File: src/rtl/regfile_mp.sv
`default_nettype none
// ============================================================================
// Module      : regfile_mp
// Description : Multi-ported register file with an issue scoreboard.
//               Two write ports, three combinational read ports with
//               write-through bypass, and one pending bit per register that
//               is set when an instruction issues and cleared on writeback.
//               Register 0 is hardwired to zero and is never busy.
// Ports       :
//   clk                 rising-edge clock
//   rst_n               asynchronous active-low reset
//   we0/wa0/wd0         write port 0 (enable, address, data)
//   we1/wa1/wd1         write port 1 (higher priority than port 0)
//   ra0/ra1/ra2         read addresses
//   rd0/rd1/rd2         read data (bypassed from same-cycle writes)
//   busy0/busy1/busy2   scoreboard pending bit for each read address
//   iss_v/iss_rd        issue strobe and claimed destination register
// Revision    : 1.0 - initial release
// ============================================================================
module regfile_mp #(
  parameter int XLEN = 32,
  parameter int NREG = 32,
  parameter int AW   = $clog2(NREG)
) (
  input  logic            clk,
  input  logic            rst_n,
  input  logic            we0,
  input  logic [AW-1:0]   wa0,
  input  logic [XLEN-1:0] wd0,
  input  logic            we1,
  input  logic [AW-1:0]   wa1,
  input  logic [XLEN-1:0] wd1,
  input  logic [AW-1:0]   ra0,
  input  logic [AW-1:0]   ra1,
  input  logic [AW-1:0]   ra2,
  output logic [XLEN-1:0] rd0,
  output logic [XLEN-1:0] rd1,
  output logic [XLEN-1:0] rd2,
  output logic            busy0,
  output logic            busy1,
  output logic            busy2,
  input  logic            iss_v,
  input  logic [AW-1:0]   iss_rd
);

  localparam int C_NRD = 3;

  // Entry 0 of both arrays is held at zero by never being addressed by a
  // qualified write or issue.
  logic [NREG-1:0][XLEN-1:0] r_regs;
  logic [NREG-1:0]           r_pend;

  // Writes and issues to address 0 are dropped right here.
  logic w_wr0;
  logic w_wr1;
  logic w_iss;

  assign w_wr0 = we0   && (wa0    != '0);
  assign w_wr1 = we1   && (wa1    != '0);
  assign w_iss = iss_v && (iss_rd != '0);

  // Statement order sets priorities: port 1 write lands after port 0, and
  // the issue set lands after both clears, so set wins on a same-cycle hit.
  always_ff @(posedge clk or negedge rst_n) begin
    if (!rst_n) begin
      r_regs <= '0;
      r_pend <= '0;
    end else begin
      if (w_wr0) begin
        r_regs[wa0] <= wd0;
        r_pend[wa0] <= 1'b0;
      end
      if (w_wr1) begin
        r_regs[wa1] <= wd1;
        r_pend[wa1] <= 1'b0;
      end
      if (w_iss) begin
        r_pend[iss_rd] <= 1'b1;
      end
    end
  end

  logic [C_NRD-1:0][AW-1:0]   w_ra;
  logic [C_NRD-1:0][XLEN-1:0] w_rd;
  logic [C_NRD-1:0]           w_busy;

  assign w_ra = {ra2, ra1, ra0};

  // Read ports look only at write ports and stored state; the issue port is
  // deliberately absent so a set-wins collision shows busy=0 this cycle.
  // Outputs are forced to zero while reset is asserted so that a write
  // presented during reset cannot leak through the bypass.
  generate
    for (genvar k = 0; k < C_NRD; k++) begin : g_rd
      logic w_hit0;
      logic w_hit1;

      assign w_hit0 = w_wr0 && (wa0 == w_ra[k]);
      assign w_hit1 = w_wr1 && (wa1 == w_ra[k]);

      always_comb begin
        w_rd[k]   = '0;
        w_busy[k] = 1'b0;
        if (rst_n && (w_ra[k] != '0)) begin
          if (w_hit1) begin
            w_rd[k] = wd1;
          end else if (w_hit0) begin
            w_rd[k] = wd0;
          end else begin
            w_rd[k] = r_regs[w_ra[k]];
          end
          w_busy[k] = r_pend[w_ra[k]] && !(w_hit0 || w_hit1);
        end
      end
    end
  endgenerate

  assign rd0   = w_rd[0];
  assign rd1   = w_rd[1];
  assign rd2   = w_rd[2];
  assign busy0 = w_busy[0];
  assign busy1 = w_busy[1];
  assign busy2 = w_busy[2];

endmodule
`default_nettype wire

File: config.mk
export PLATFORM = sky130hd
export DESIGN_NAME = regfile_mp
export DESIGN_NICKNAME = d
export VERILOG_FILES = /design/src/rtl/regfile_mp.sv
export SDC_FILE = /design/constraint.sdc
export NUM_CORES = 2
export LEC_CHECK = 0
export BUFFER_PORTS_ARGS = -buffer_cell sky130_fd_sc_hd__clkbuf_2
export CORE_ASPECT_RATIO = 0.75
export CORE_MARGIN = 2
export CORE_UTILIZATION = 40
export CTS_CLUSTER_DIAMETER = 50
export DETAILED_ROUTE_END_ITERATION = 12
export GPL_ROUTABILITY_DRIVEN = 0
export PLACE_DENSITY = 0.59
export SYNTH_ARGS = -nofsm -noshare
export SYNTH_HDL_FRONTEND = slang
export SYNTH_SLANG_ARGS = --single-unit
File: constraint.sdc
create_clock -name clk -period 1.6 [get_ports clk]
set_clock_uncertainty 0.05 [all_clocks]
set_input_delay 0 -clock clk [delete_from_list [all_inputs] [get_ports clk]]
set_output_delay 0 -clock clk [all_outputs]
set_load 0.005 [all_outputs]
-- After elaboration in Yosys (flattened, before gate mapping)
Index checks and enable logic that the tools add are counted.
- input port bits: 99
- register bits: 1056
- logic and storage cells: 124
- output and inout bits: 99
- bitwise gates (word level): 5
- order comparisons: 9
- reduce and logical (&&, ||, !) cells: 30
- muxes and demuxes: 41
- equal/unequal tests: 6
- operators by type and width (operator ; number):
    bitwise mux 1024 bit ; 2
    2-to-1 mux 1024 bit ; 2
    2-to-1 mux 32 bit ; 17
    binary-select mux 32 bit (select 5 bit) ; 3
    demux 32 bit (select 5 bit) ; 2
    AND 32 bit ; 2
    inverter 32 bit ; 2
    less-than comparator 5 x 6 -> 1 bit, second input constant ; 6
    OR 32 bit ; 1
    equality test 5 bit ; 6
    nonzero test 5 bit ; 6
    logical AND 1 bit ; 18
    binary-select mux 1 bit (select 5 bit) ; 3
    demux 1 bit (select 5 bit) ; 3
    >= comparator 5 x 1 -> 1 bit, second input constant ; 3
    2-to-1 mux 1 bit ; 9
    logical NOT 1 bit ; 3
    logical OR 1 bit ; 3

-- Longest topological paths before layout
- depth after elaboration: 11
- depth in mapped cells: 10
- gate-level depth less buffers: 5

-- Worst setup path before layout
No wires, ideal clock.
- path type: input to output
- start point: input ra2[1]
- end point: output rd2[21]
- path buffers: 4
- arrival time: 1.631 ns
- path slack: -0.081 ns
- stages: 8
- required time: 1.550 ns
- cells stage by stage: buf_4 -> buf_6 -> buf_4 -> buf_2 -> mux4_2 -> a221oi_2 -> o21ai_1 -> a32o_1
- longest elaborated chain between the ends: 5
- elaborated cells on any way between the ends: 11
- those cells by class: 2 x eq/ne; 5 x mux; 4 x reduce/logical
- RTL lines (what ; line ; RTL):
    from (decl) ; 35 ; input logic [AW-1:0] ra2,
    binary-select mux 32 bit (select 5 bit) or equality test 5 bit (tied branches) ; 110, 98 ;
    2-to-1 mux 32 bit (not written as such) or logical AND 1 bit (tied branches) ; 110, 98 ;
    2-to-1 mux 32 bit ; 107 ; end else if (w_hit0) begin
    2-to-1 mux 32 bit ; 105 ; if (w_hit1) begin
    2-to-1 mux 32 bit (*) ; 104 ; if (rst_n && (w_ra[k] != '0)) begin
    to (decl) ; 38 ; output logic [XLEN-1:0] rd2,
Every way passes the cells marked *; elsewhere a longest branch is shown, timed or not. The select of a mux whose other input is x is not followed.

-- Final worst setup path
- start point: register r_regs[835] in the netlist's numbering
- end point: output rd2[3]
- longest elaborated chain between the ends: 5
- RTL lines (what ; line ; RTL):
    from (decl) ; 50 ; logic [NREG-1:0][XLEN-1:0] r_regs;
    from (signal, indexed assignment) ; 70 ; r_regs[wa0] <= wd0;
    from (signal, indexed assignment) ; 74 ; r_regs[wa1] <= wd1;
    binary-select mux 32 bit (select 5 bit) ; 110 ; w_rd[k] = r_regs[w_ra[k]];
    2-to-1 mux 32 bit (not written as such) ; 110 ;
    2-to-1 mux 32 bit ; 107 ;
    2-to-1 mux 32 bit ; 105 ;
    2-to-1 mux 32 bit ; 104 ;
No other way between the ends. The select of a mux whose other input is x is not followed.

==> flow_metrics.tcl <==
set metrics [dict create \
    syn_inst 7041 \
    drtIter0Drc 12508 \
    cts_tree "done" \
    r2r-start "r_regs[610]" \
    syn_area_sq_um 75340 \
    drc 0 \
    rows 137 \
    seq_area_frac_synth_pct 35.07 \
    hp-class "in2async" \
    status "finished with violations" \
    cts.sinks 1056 \
    io_buffers 197 \
    violations "setup timing" \
    period_minus_slack_ns 2.872 \
    p_leak_nw 42.80 \
    die_h_um 379.9 \
    areaGrowthSynthToFinish_pct 31.90 \
    htreeDepth 3 \
    pin_count 198 \
    ys.flop_type "dfrtp_1" \
    viasPerCell 6.876 \
    use_met2_pct 50.92 \
    yosys-top-cells-area "dfrtp_1 35%, mux4_2 22%, mux2i_1 14%" \
    fmaxAchievable_mhz 348.2 \
    start_util_pct 40.40 \
    cp-end-kind "primary output" \
    synth_seq_cells 1056 \
    hold_slack_ns 0.03573 \
    yosysTopAreaCell "dfrtp_1" \
    finalWorstSetupSlack_ns -1.272 \
    vdd_drop_max_uv 942.6 \
    dieArea_sq_um 191900 \
    grt_util_met1_pct 49.45 \
    hold_viol_final 0 \
    power.density_nw_per_um2 1112 \
    use_met3_pct 20.90 \
    routedWlPerCell_um 36.35 \
    min_period_over_period_pct 179.5 \
    criticalPathCategory "reg2out" \
    drt-total-wl_um 385600 \
    cp-endpoint "rd2[3]" \
    cp-start-kind "flop" \
    crit_required_ns 1.55 \
    grt_antenna_before_repair 35 \
    numCtsBuffers 121 \
    top_usage_layer "met2" \
    vias 72923 \
    r2r_end "r_regs[610]" \
    ys_types 76 \
    place.detailed.hpwl_um 266100 \
    critPathArrivalTime_ns 2.82 \
    cts.clk_slew.worst_paths_ns 0.07 \
    synth_top_area_share_pct 35.07 \
    synth_nets 7140 \
    r2r_setup_slack_ns 0.10 \
    critPathMaxFanout 4 \
    cts_buffer_depth 3 \
    power.total_mw 110.5 \
    clk_latency_ns 0.78 \
    setup-violations-final 102 \
    synthTopCellsByCount "1091 x mux2i_1, 1056 x dfrtp_1, 853 x nand2_1, 736 x mux4_2, 645 x o21ai_0" \
    dr.pass1.iters 13 \
    crit_start "r_regs[835]" \
    nets 8081 \
    timing.setup.tns_ns -96.82 \
    grt_pass1_vias 70243 \
    avgSynthCellArea_sq_um 10.70 \
    yosysMostFrequentCell "mux2i_1" \
    post-place-ws_ns -0.9989 \
    slew-limit-headroom_pct 12.40 \
    drv_cap 0 \
    cts_root_buf "clkbuf_16" \
    fin_util_pct 53.29 \
    die_x_um 505.1 \
    final_antenna_net_count 0 \
    core_area_sq_um 186500 \
    grtUsageTotal_pct 39.18 \
    synth-edff-count 0 \
    rsz0062_at_grt "yes" \
    drive_above_1_share_pct 39.03 \
    async_reset_ff_share_pct 100.0 \
    drv_slew 0 \
    synth_warnings 0 \
    worst-r2r-cell-count 4 \
    worst_slew_pin_slew_ns 1.312 \
    grt_max_degree 173 \
    globalRouteOverflowTotal 0 \
    grt_pass1_wl_um 538200 \
]
[layer usage]
layer	routed length (um)	vias to the layer above
met4	31400	24
met1	136400	35920
li1	-	28451
met2	149600	6776
met3	68040	1752
met5	181	-
[metrics by stage]
stage / instances / cell area [sq um]
floorplan: 7041 / 75580
global placement: 10173 / 90520
detailed placement: 10173 / 90520
CTS: 10537 / 98420
global route: 10597 / 99350
finish: 10606 / 99380
[what timing repair did]
item / CTS / global route
pin swaps: 226 / 62
setup buffers: 60 / 46
endpoints found under the setup margin: 99 / 130
hold buffers: 100 / 2
endpoints found under the hold margin: 2055 / 36
gates resized for setup: 441 / 136
[worst min path at each step]
stage	startpoint	end	slack [ns]	depth (start not counted)
detailed placement	rst_n	r_regs[496]	0.26	3
global route	rst_n	r_regs[575]	0.03	4
floorplan	rst_n	r_pend[0]	-0.35	0
global placement	rst_n	r_regs[176]	0.26	3
CTS	wa1[2]	r_regs[927]	0.006	6
finish	rst_n	r_regs[671]	0.04	4
[registers in the layout, summed over array words and instances, names as in the netlist]
signal  count
r_pend     32
r_regs   1024
[cells in the final DEF, fill, tap and decap left out, drive strengths merged, types with 18 or more instances in the layout]
cell            n
diode          24
bufinv         20
o22ai         264
a22oi          29
o221ai         84
dfrtp        1056
o21ai         655
a221oi         18
nor2          446
nand2         853
dlygate4sd3    96
a21oi         415
clkinv         27
mux4          750
xor2           25
nand3          22
mux2           32
a31oi          19
buf          1522
mux2i        1091
a32o           19
or4            68
clkbuf        307
[report_power, final]
group	total (mW)	switching [mW]	internal [mW]
Combinational	38.1	16.6	21.5
Clock	31.4	13.2	18.2
Sequential	41.0	7.48	33.5
[logic make-up after synthesis]
logic type | after synthesis | synth area share [%]
flip-flops | 1056 | 35.07
XOR/XNOR | 30 | 0.3487
AO/OA/AOI/OAI | 1588 | 12.18
AND/OR/NAND/NOR | 1534 | 8.700
buffers and inverters | 960 | 6.234
multiplexers | 1873 | 37.46
[worst max-delay path: stages (launching register included)]
cell and delay [ns]:
dfrtp_1 0.42, mux4_2 0.48, a22oi_2 0.22, a31oi_4 0.14
and4_1 0.22, a221o_2 0.39, clkbuf_2 0.15
[final cells by class]
| class | instances | area, sq um |
|---|---|---|
| timing repair buffer | 1770 | 18000 |
| clock inverter | 62 | 912.1 |
| clock buffer | 159 | 3405 |
| sequential | 1056 | 26440 |
| inverter | 8 | 30.03 |
| tap | 2502 | 3131 |
| fill | 15921 | 87120 |
| antenna | 24 | 60.06 |
| multi-input combinational | 5025 | 47400 |
No activity file was read; power rests on OpenSTA's default activity.
